**config.mk**
```make
export PLATFORM = sky130hd
export DESIGN_NAME = seq_loader
export DESIGN_NICKNAME = d
export VERILOG_FILES = /design/src/rtl/seq_loader.sv
export SDC_FILE = /design/constraint.sdc
export NUM_CORES = 1
export LEC_CHECK = 0
export CAP_MARGIN = 20
export CORE_MARGIN = 2
export CORE_UTILIZATION = 40
export CTS_BUF_LIST = sky130_fd_sc_hd__clkbuf_16
export CTS_CLUSTER_DIAMETER = 100
export DETAILED_ROUTE_END_ITERATION = 16
export GPL_TIMING_DRIVEN = 0
export PLACE_DENSITY = 0.81
export SKIP_CTS_REPAIR_TIMING = 1
export SLEW_MARGIN = 20
export SYNTH_ARGS = -nofsm -noshare
export SYNTH_HDL_FRONTEND = slang
export SYNTH_SLANG_ARGS = --single-unit
```
**constraint.sdc**
```tcl
create_clock -name clk -period 2.75 [get_ports clk]
set_input_delay 0.55 -clock clk [delete_from_list [all_inputs] [get_ports clk]]
set_output_delay 0.55 -clock clk [all_outputs]
set_load 0.01 [all_outputs]
```
**src/rtl/seq_loader.sv**
```systemverilog
// Sequence loader: pulls words from the LFSR over a req/valid handshake and
// writes them into the pattern memory, either as a full refill or one append.
module seq_loader #(
  parameter int DATA_W = 8,
  parameter int DEPTH  = 4,
  parameter int ADDR_W = $clog2(DEPTH)
) (
  input  logic              clk,
  input  logic              rst_n_SEQ,
  input  logic              en_SEQ,
  input  logic              start,
  input  logic              mode,
  input  logic              clear,
  input  logic              lfsr_valid,
  input  logic [DATA_W-1:0] lfsr_data,
  output logic              lfsr_req,
  output logic              mem_we,
  output logic [ADDR_W-1:0] mem_addr,
  output logic [DATA_W-1:0] mem_wdata,
  output logic [ADDR_W:0]   count,
  output logic              busy,
  output logic              done,
  output logic              overflow
);

  localparam logic [1:0] S_IDLE  = 2'd0;
  localparam logic [1:0] S_REQ   = 2'd1;
  localparam logic [1:0] S_WRITE = 2'd2;
  localparam logic [1:0] S_DONE  = 2'd3;

  localparam logic [ADDR_W:0] FULL = (ADDR_W+1)'(DEPTH);

  logic [1:0]      state;
  logic            armed;
  logic            mode_q;
  logic [ADDR_W:0] count_inc;
  logic [ADDR_W:0] count_base;

  assign count_inc  = count + (ADDR_W+1)'(1);
  // A same-cycle clear is applied before start looks at the fill level.
  assign count_base = clear ? '0 : count;

  // NOTE: every register uses non-blocking assignment so all decisions in a
  // cycle see the pre-edge values; the async reset also drops mem_we at once.
  always_ff @(posedge clk or negedge rst_n_SEQ) begin
    if (!rst_n_SEQ) begin
      state     <= S_IDLE;
      armed     <= 1'b0;
      mode_q    <= 1'b0;
      lfsr_req  <= 1'b0;
      mem_we    <= 1'b0;
      mem_addr  <= '0;
      mem_wdata <= '0;
      count     <= '0;
      busy      <= 1'b0;
      done      <= 1'b0;
      overflow  <= 1'b0;
    end else begin
      case (state)
        S_IDLE: begin
          if (en_SEQ) begin
            if (clear) count <= '0;
            if (start) begin
              mode_q <= mode;
              busy   <= 1'b1;
              if (!mode) begin
                count    <= '0;
                lfsr_req <= 1'b1;
                state    <= S_REQ;
              end else if (count_base < FULL) begin
                lfsr_req <= 1'b1;
                state    <= S_REQ;
              end else begin
                done     <= 1'b1;
                overflow <= 1'b1;
                state    <= S_DONE;
              end
            end
          end
        end

        S_REQ: begin
          if (!en_SEQ) begin
            lfsr_req <= 1'b0;
            armed    <= 1'b0;
          end else if (armed && lfsr_valid) begin
            mem_wdata <= lfsr_data;
            mem_addr  <= count[ADDR_W-1:0];
            mem_we    <= 1'b1;
            lfsr_req  <= 1'b0;
            armed     <= 1'b0;
            state     <= S_WRITE;
          end else if (lfsr_req) begin
            // One full request cycle must pass before a valid is trusted.
            armed <= 1'b1;
          end else begin
            lfsr_req <= 1'b1;
          end
        end

        S_WRITE: begin
          mem_we <= 1'b0;
          count  <= count_inc;
          if (!mode_q && (count_inc < FULL)) begin
            lfsr_req <= en_SEQ;
            state    <= S_REQ;
          end else begin
            done  <= 1'b1;
            state <= S_DONE;
          end
        end

        default: begin
          done     <= 1'b0;
          overflow <= 1'b0;
          busy     <= 1'b0;
          state    <= S_IDLE;
        end
      endcase
    end
  end

endmodule

```
==> results of run 1 <==
[power by group]
group	total (mW)	switching, mW	leakage, nW	internal (mW)
clock network	0.408	0.119	0.0511	0.289
registers	0.578	0.107	0.274	0.472
logic	0.847	0.400	0.361	0.447
total	1.83	0.626	0.686	1.21
[cells by family (layout without fill, tap and decap cells)]
group,Yosys count,in the layout
compound gates,24,24
xor+xnor,1,1
fa+ha+maj,5,5
buf+inv,10,45
flops,22,22
mux,14,14
simple gates,23,23
[registers in the layout, summed over array words and instances, names as in the netlist]
| signal | flops |
|---|---|
| armed | 1 |
| state | 2 |
| done | 1 |
| busy | 1 |
| mem_wdata | 8 |
| mem_addr | 2 |
| mem_we | 1 |
| lfsr_req | 1 |
| count | 3 |
| overflow | 1 |
| mode_q | 1 |
[worst max-delay path, stage by stage (launching register included)]
cell	delay, ns
dfrtp_1	0.42
inv_1	0.10
ha_1	0.24
inv_2	0.08
or3_1	0.41
nand3_1	0.11
mux2_1	0.32
[cells in the final DEF, fill, tap and decap left out, types with 3 or more instances in the layout]
master           count
a21oi_1              8
buf_2                4
clkbuf_16            3
clkdlybuf4s50_1     30
dfrtp_1             22
ha_1                 5
inv_1                3
inv_2                3
mux2_1              13
nand2_1              6
nand3_1              4
nor2_1               7
[how the worst max path moves through the flow]
stage | endpoint | slack [ns] | start
after global routing | lfsr_req | 0.83 | state[0]
final | lfsr_req | 0.94 | state[0]
after global placement | lfsr_req | 0.78 | mode
after floorplan | lfsr_req | 1.15 | state[0]
after detailed placement | lfsr_req | 0.77 | mode
after CTS | lfsr_req | 0.93 | state[0]
[through the flow]
stage,cells,power [mW],worst slack [ns]
floorplan,99,1.058,1.152
global placement,160,1.386,0.7797
detailed placement,160,1.424,0.7678
CTS,164,1.845,0.9296
global route,164,1.959,0.8251
finish,164,1.833,0.9386
[metal layers]
| layer | vias up | part of all wire (%) |
|---|---|---|
| met4 | 0 | 1.8 |
| met2 | 41 | 51 |
| met1 | 445 | 41 |
| li1 | 422 | - |
| met5 | - | 0 |
| met3 | 7 | 6.6 |
[cell type report]
| type | count | area, um^2 |
|---|---|---|
| Inverter | 6 | 22.52 |
| Tap cell | 30 | 37.54 |
| Clock buffer | 3 | 75.07 |
| Sequential cell | 22 | 550.5 |
| Buffer | 4 | 26.28 |
| Timing Repair Buffer | 31 | 305.3 |
| Clock inverter | 1 | 30.03 |
| Fill cell | 207 | 999.7 |
| Multi-Input combinational cell | 67 | 498.0 |
[cells in the mapped netlist]
library cell / instances / area, um^2
o22a_1: 2 / 17.52
a2bb2oi_2: 1 / 15.01
inv_2: 3 / 11.26
mux2_1: 13 / 146.4
o31ai_1: 1 / 7.510
inv_1: 3 / 11.26
a21boi_1: 1 / 7.510
a22o_1: 1 / 8.760
buf_6: 1 / 11.26
o21ai_1: 2 / 10.01
a2bb2oi_1: 1 / 8.760
buf_2: 3 / 15.01
nand3_1: 4 / 20.02
o211ai_1: 1 / 7.510
o22ai_1: 2 / 12.51
dfrtp_1: 22 / 550.5
nor2b_1: 2 / 12.51
o32ai_1: 1 / 8.760
or3_1: 2 / 12.51
o21ai_0: 1 / 5.000
a21oi_1: 8 / 40.04
a311oi_1: 1 / 8.760
nand2_1: 6 / 22.52
xor2_1: 1 / 8.760
nand2_2: 1 / 6.260
mux2i_1: 1 / 10.01
ha_1: 5 / 62.56
a31oi_1: 1 / 6.260
nand4_1: 1 / 6.260
nor2_1: 7 / 26.28
==> out/qor.txt, run 1 <==
largest net degree at the start of global routing: 23
M1 GR Usage: 21.11%
Area growth, synth to finish: 40.82%
crit path launch type: flip-flop
antenna fix cells: 0
Clock Path Buffers: 2
status: finished, final reports clean
hold crit path type: in2async
met3 Use GR: 4.147%
post-synthesis compound-gate area fraction: 14.94%
height of the die: 56.38 um
share of cells above drive strength 1: 10.45%
final hold slack: 0.2487 ns
CTS tree: built
post-synthesis sequential area ratio: 50.17%
pwr dens: 1186 mW/mm^2
vias in the first global route: 875
fin crit share: 65.87%
initial DRC count: 23
largest family of logic cells by synthesized area: compound AO/OA/AOI/OAI gates
Static Leakage: 0.6860 nW
Post-Synth XOR/XNOR Area: 0.7982%
# DRC: 0
initial antenna violation count: 0
core area: 0.002545 mm^2
PortBufs: 31
area of placed instances: 0.001445 mm^2
Reg-to-Reg Start: state[0]
worst-case reg-to-reg path depth: 6
Clk Latency, worst-skew pair: 0.26 ns
Worst slew margin: 67.49%
post-layout util: 60.72%
num ports: 33
Peak VDD IR: 683.8 uV
Initial Util: 43.12%
routed wire length: 2.378 mm
R2R Path End: lfsr_req
Remaining Overflow, GRT: 0
Slew Viols, Final: 0
Syn Nets: 119
Detailed Place HPWL: 1.725 mm
skew final: 0.002461 ns
count of final hold-check violations: 0
worst endpoint required time: 2.89 ns
Adder-Cell Fraction of Synth Area: 5.701%
total CTS buffers: 3
CP arrival: 1.95 ns
H-Tree Level Count: 1
syn avg cell area: 11.08 um^2
RSZ-0062 raised after global routing: no
CTS root buf: clkbuf_16
Via Count: 915
DR WL/cell: 14.50 um
all-layer global routing usage: 16.45%
final instance area: 0.001545 mm^2
GPL Wtd Cong: 0.8466
count of final setup violators: 0
Clock transition at path regs: 0.06 ns
Via density: 5.579
fmax: 552.1 MHz
CP max FO: 4
layout net count: 155
max_cap viols: 0
GR peak layer: met2
Yosys reg bits: 22
Die Area: 0.003178 mm^2
Setup crit end kind: flip-flop
Synth Instances: 99
crit path time final: 1.811 ns
total negative slack: 0 ns
Num Clock Sinks: 22
Simple-Gate Fraction of Synth Area: 9.692%
synth warn: 0
row count: 18
drt first pass iters: 4
antenna viol nets, final: 0
first-pass GRT wire length: 4.043 mm
Unique masters post-synth: 30
worst slew pin tran: 0.4876 ns
r2r setup slk: 0.94 ns
mapped cell area: 0.001097 mm^2
M2 GR Usage: 26.05%
critical path class: reg2reg
mux contribution to synthesized area: 14.25%
die outline width: 56.38 um
(Power assumes the default switching activity.)
==> run 2: changes to the inputs <==
- PLACE_DENSITY: 0.81 -> 0.83
- clock period: 2.75 -> 1.6 ns (I/O delays scaled with it)
==> run 2 against run 1 <==
Register-to-register slack got worse by 0.93 ns. Maximum frequency rose by 14%. Design area rose by 8.3%. Wire length rose by 17%. Core utilization rose by 5.0 points. Count of clock-buffer cells in the layout did not move. First-iteration DRC count rose by 30%. Sequential power rose by 78%. Final cell count rose by 4.3%. Critical path depth fell by 1. Worst setup slack got worse by 0.93 ns. Clock skew rose by 0.0016 ns. Critical endpoint is now state[1]. Highest routed layer unchanged.
==> out/qor.txt, run 2 (synthesized netlist as in run 1, its figures left out) <==
core area: 0.002545 mm^2 (unchanged)
Setup crit end kind: flip-flop
Peak VDD IR: 1982 uV (+190%)
crit-path cells: ha_4 -> xor2_1 -> o21ai_2 -> a31oi_1 -> mux2_1
status: finished, final reports clean
routed wire length: 2.771 mm (+17%)
total CTS buffers: 3 (unchanged)
slowest CP cell: dfrtp_2
Clk Latency, worst-skew pair: 0.25 ns (about the same)
worst-case reg-to-reg path depth: 5 (-1)
PortBufs: 31 (unchanged)
Remaining Overflow, GRT: 0 (unchanged)
Cells after DPL: 160 (unchanged)
initial antenna violation count: 0 (unchanged)
crit path launch type: flip-flop
Clock Path Buffers: 2 (unchanged)
non-filler cells, final: 171 (+4.3%)
max reg flops: 8 (unchanged)
row count: 18 (unchanged)
fin crit share: 99.29% (+33 points)
hold crit path type: in2async
drt first pass iters: 4 (unchanged)
layout net count: 162 (+4.5%)
R2R Path End: state[1]
pwr dens: 2109 mW/mm^2 (+78%)
Detailed Place HPWL: 1.829 mm (+6.0%)
Clock transition at path regs: 0.06 ns (about the same)
first-pass GRT wire length: 3.960 mm (-2.1%)
final instance area: 0.001673 mm^2 (+8.3%)
crit path buf inv count: 0 (-2)
Via Count: 937 (+2.4%)
CP arrival: 1.73 ns (-0.22 ns)
Num Clock Sinks: 22 (unchanged)
CTS tree: built
Largest Register: mem_wdata
Area growth, synth to finish: 52.45%
Via density: 5.480 (-1.8%)
GPL Wtd Cong: 0.8684 (+2.6%)
largest net degree at the start of global routing: 23 (unchanged)
RSZ-0062 raised after global routing: yes
height of the die: 56.38 um (unchanged)
worst slew pin tran: 0.4921 ns (+0.004549 ns)
Slew Viols, Final: 0 (unchanged)
vias in the first global route: 882 (+0.80%)
count of final setup violators: 0 (unchanged)
critical path class: reg2reg
commonest non-fill, non-tap cells in the layout: clkdlybuf4s50_1, dfrtp_1, mux2_1, buf_4, a21oi_1
# DRC: 0 (unchanged)
skew final: 0.004098 ns (+0.001637 ns)
max_cap viols: 0 (unchanged)
antenna viol nets, final: 0 (unchanged)
H-Tree Level Count: 1 (unchanged)
Static Leakage: 0.7303 nW (+6.5%)
DR WL/cell: 16.20 um (+12%)
crit path time final: 1.589 ns (-0.2228 ns)
initial DRC count: 30 (+30%)
fmax: 629.5 MHz (+14%)
share of cells above drive strength 1: 24.82% (+14 points)
antenna fix cells: 0 (unchanged)
CTS root buf: clkbuf_16
Largest regs: mem_wdata: 8 flops, count: 3 flops
CP max FO: 5 (+1)
most common cell after layout, fill and taps aside: clkdlybuf4s50_1
Largest stage delay, worst path: 0.45 ns (+0.03 ns)
num ports: 33 (unchanged)
Fillers: 195 (-5.8%)
CP delay by family, top: flip-flops
Initial Util: 43.12% (unchanged)
r2r setup slk: 0.01 ns (-0.93 ns)
all-layer global routing usage: 15.88% (-0.56 points)
Reg-to-Reg Start: count[0]
worst endpoint required time: 1.74 ns (-1.15 ns)
count of final hold-check violations: 0 (unchanged)
die outline width: 56.38 um (unchanged)
Die Area: 0.003178 mm^2 (unchanged)
Worst slew margin: 67.19% (-0.30 points)
area of placed instances: 0.001445 mm^2 (unchanged)
## run 2: cell count changes in the layout (fill, tap and decap cells not counted), moves of 2 or more
| cell | delta |
|---|---|
| buf_4 | +8 |
| ha_1 | -3 |
| buf_2 | -2 |
| dfrtp_1 | -2 |
| dfrtp_2 | +2 |
| ha_4 | +2 |
| inv_1 | -2 |
| inv_2 | +2 |
## run 2: per-stage QoR
stage	power (mW)	hold WS (ns)	setup WS [ns]	setup TNS (ns)	utilization (%)
after floorplan	1.819	0.02441	0.001731	0	-
after global placement	2.382	0.4741	-0.1451	-0.8075	56.78
after detailed placement	2.458	0.4821	-0.1630	-1.434	56.78
after CTS	3.170	0.2894	-0.1458	-0.3314	60.91
after global routing	3.749	0.06694	-0.03167	-0.08136	65.73
final	3.528	0.02385	0.01142	0	65.73
## run 2: layout make-up
cell class                      count  area, um^2  share of cell area (%)
Clock inverter                      1       30.03                   1.795
Inverter                            6       22.52                   1.346
Sequential cell                    22       553.0                   33.06
Multi-Input combinational cell     67       561.8                   33.58
Tap cell                           30       37.54                   2.244
Buffer                              4       35.03                   2.094
Clock buffer                        3       75.07                   4.488
Timing Repair Buffer               38       357.8                   21.39
## run 2: worst reg2reg max path: stages, from the launching register on
cell	delay, ns
dfrtp_2	0.45
ha_4	0.18
xor2_1	0.19
o21ai_2	0.23
a31oi_1	0.12
mux2_1	0.30
## run 2: worst max path at each step
stage,start,endpoint,cells after the start
after floorplan,state[0],lfsr_req,6
after global placement,mode,lfsr_req,5
after detailed placement,mode,lfsr_req,5
after CTS,state[0],lfsr_req,6
after global routing,count[0],state[1],5
final,count[0],state[1],5
## run 2: power by group
group          internal (mW)  switching (mW)
combinational          0.996           0.811
clock                  0.496           0.196
sequential             0.816           0.213
total                   2.31            1.22
## run 2: metal layers
metal,vias to the layer above,global-route usage [%],wire [um]
met5,-,0,0
met4,0,3.741,34
met3,6,4.378,130
met2,35,27.90,1498
met1,457,19.24,1108
li1,439,-,-
==> run 3: changes to the inputs <==
- CORE_UTILIZATION: 40 -> 35
- CTS_CLUSTER_DIAMETER: 100 -> 200
- PLACE_DENSITY: 0.83 -> 0.76
==> run 3 against run 2 <==
Clock power increased by 2%. Count of clock-buffer cells in the layout unchanged. Sequential power about the same. Sequential share of layout area increased by 0.30 points. Sequential cell count unchanged. Critical path type unchanged. Critical endpoint is now lfsr_req. Largest cell class is now flip-flops and latches. Largest power group unchanged. Highest routed layer unchanged.
==> out/qor.txt, run 3 (synthesized netlist as in run 1, its figures left out) <==
status: finished, final reports clean
Via density: 5.017 (-8.4%)
CP max FO: 4 (-1)
vias in the first global route: 880 (-0.23%)
Remaining Overflow, GRT: 0 (unchanged)
Slew Viols, Final: 0 (unchanged)
initial DRC count: 14 (-53%)
PortBufs: 31 (unchanged)
Reg-to-Reg Start: state[0]
fmax: 638.9 MHz (+1.5%)
count of final setup violators: 0 (unchanged)
drt first pass iters: 4 (unchanged)
commonest non-fill, non-tap cells in the layout: clkdlybuf4s50_1, dfrtp_1, mux2_1, a21oi_1, nor2_1
Area growth, synth to finish: 51.08%
Detailed Place HPWL: 1.739 mm (-4.9%)
pwr dens: 2050 mW/mm^2 (-2.8%)
area of the multi-input gates: 553.0 um^2 (-1.6%)
core area: 0.003028 mm^2 (+19%)
all-layer global routing usage: 14.38% (-1.5 points)
Cells after DPL: 174 (+8.8%)
crit-path cells: inv_2 -> ha_4 -> inv_4 -> or3_4 -> nand3_2 -> mux2_4
antenna fix cells: 0 (unchanged)
critical path class: reg2reg
count of final hold-check violations: 0 (unchanged)
total CTS buffers: 3 (unchanged)
num ports: 33 (unchanged)
slowest CP cell: dfrtp_1
row count: 20 (+2)
hold crit path type: in2async
R2R Path End: lfsr_req
area of placed instances: 0.001463 mm^2 (+1.2%)
Worst slew margin: 67.06% (-0.13 points)
crit path launch type: flip-flop
most common cell after layout, fill and taps aside: clkdlybuf4s50_1
worst endpoint required time: 1.74 ns (about the same)
initial antenna violation count: 0 (unchanged)
register area: 553.0 um^2 (unchanged)
share of cells above drive strength 1: 22.63% (-2.2 points)
height of the die: 59.99 um (+6.4%)
Largest stage delay, worst path: 0.43 ns (-0.02 ns)
first-pass GRT wire length: 3.781 mm (-4.5%)
final instance area: 0.001658 mm^2 (-0.90%)
Via Count: 908 (-3.1%)
Die Area: 0.003599 mm^2 (+13%)
Clk Latency, worst-skew pair: 0.26 ns (about the same)
crit path buf inv count: 2 (+2)
Initial Util: 36.24% (-6.9 points)
Num Clock Sinks: 22 (unchanged)
Largest regs: mem_wdata: 8 flops, count: 3 flops
CP arrival: 1.71 ns (-0.02 ns)
Clock transition at path regs: 0.06 ns (about the same)
largest net degree at the start of global routing: 23 (unchanged)
Static Leakage: 0.7097 nW (-2.8%)
Largest Register: mem_wdata
fin crit share: 97.82% (-1.5 points)
Peak VDD IR: 927.7 uV (-53%)
total negative slack: 0 ns (unchanged)
non-filler cells, final: 181 (+5.8%)
skew final: 0.001573 ns (-0.002526 ns)
Setup Slack @ Placement: -0.1474 ns (+0.01555 ns)
Setup crit end kind: flip-flop
GPL Wtd Cong: 0.8192 (-5.7%)
layout net count: 158 (-2.5%)
worst slew pin tran: 0.4941 ns (+0.001924 ns)
antenna viol nets, final: 0 (unchanged)
RSZ-0062 raised after global routing: yes
r2r setup slk: 0.03 ns (+0.02 ns)
routed wire length: 2.472 mm (-11%)
Fillers: 265 (+36%)
crit path time final: 1.565 ns (-0.02345 ns)
CTS root buf: clkbuf_16
# DRC: 0 (unchanged)
Clock Path Buffers: 2 (unchanged)
setup ws final: 0.03487 ns (+0.02345 ns)
DR WL/cell: 13.66 um (-16%)
H-Tree Level Count: 1 (unchanged)
die outline width: 59.99 um (+6.4%)
CTS tree: built
max reg flops: 8 (unchanged)
CP delay by family, top: flip-flops
max_cap viols: 0 (unchanged)
worst-case reg-to-reg path depth: 6 (+1)
[run 3: changes by cell type in the layout (fill, tap and decap cells not counted), sizes merged]
cell / previous run / this run
buf: 12 / 8
[run 3: final cells by class]
type / count / area share (%)
Buffer: 4 / 2.491
Clock buffer: 3 / 4.528
Clock inverter: 1 / 1.811
Inverter: 6 / 1.509
Multi-Input combinational cell: 67 / 33.36
Sequential cell: 22 / 33.36
Tap cell: 44 / 3.321
Timing Repair Buffer: 34 / 19.62
[run 3: stage by stage]
stage               hold WS, ns  util, %  power, mW
finish                  0.01964    54.75      3.399
global route            0.07137    54.75      3.626
CTS                      0.2934    51.78      3.164
detailed placement       0.4806    48.31      2.445
global placement         0.4730    48.31      2.388
floorplan               0.02441        -      1.819
[run 3: power breakdown]
group	switching [mW]	leakage [nW]	internal, mW
logic	0.744	0.387	0.937
clock network	0.208	0.0511	0.497
registers	0.197	0.271	0.816
total	1.15	0.710	2.25
[run 3: layer usage]
metal / wire [um] / up-vias / global-route usage, %
met1: 1075 / 446 / 17.96
met5: 0 / - / 0
li1: - / 432 / -
met4: 67 / 0 / 10.79
met2: 1221 / 25 / 22.36
met3: 109 / 5 / 1.948
[run 3: worst max path at each step]
stage,to,start,cells past startpoint
4_1_cts,lfsr_req,state[0],6
3_3_place_gp,lfsr_req,mode,5
5_1_grt,lfsr_req,state[0],6
2_1_floorplan,lfsr_req,state[0],6
3_5_place_dp,done,start,5
6_report,lfsr_req,state[0],6
[run 3: worst reg2reg max path: stages, from the launching register on]
cell and delay [ns]:
dfrtp_1 0.43, inv_2 0.12, ha_4 0.17, inv_4 0.04, or3_4 0.33, nand3_2 0.08
mux2_4 0.29
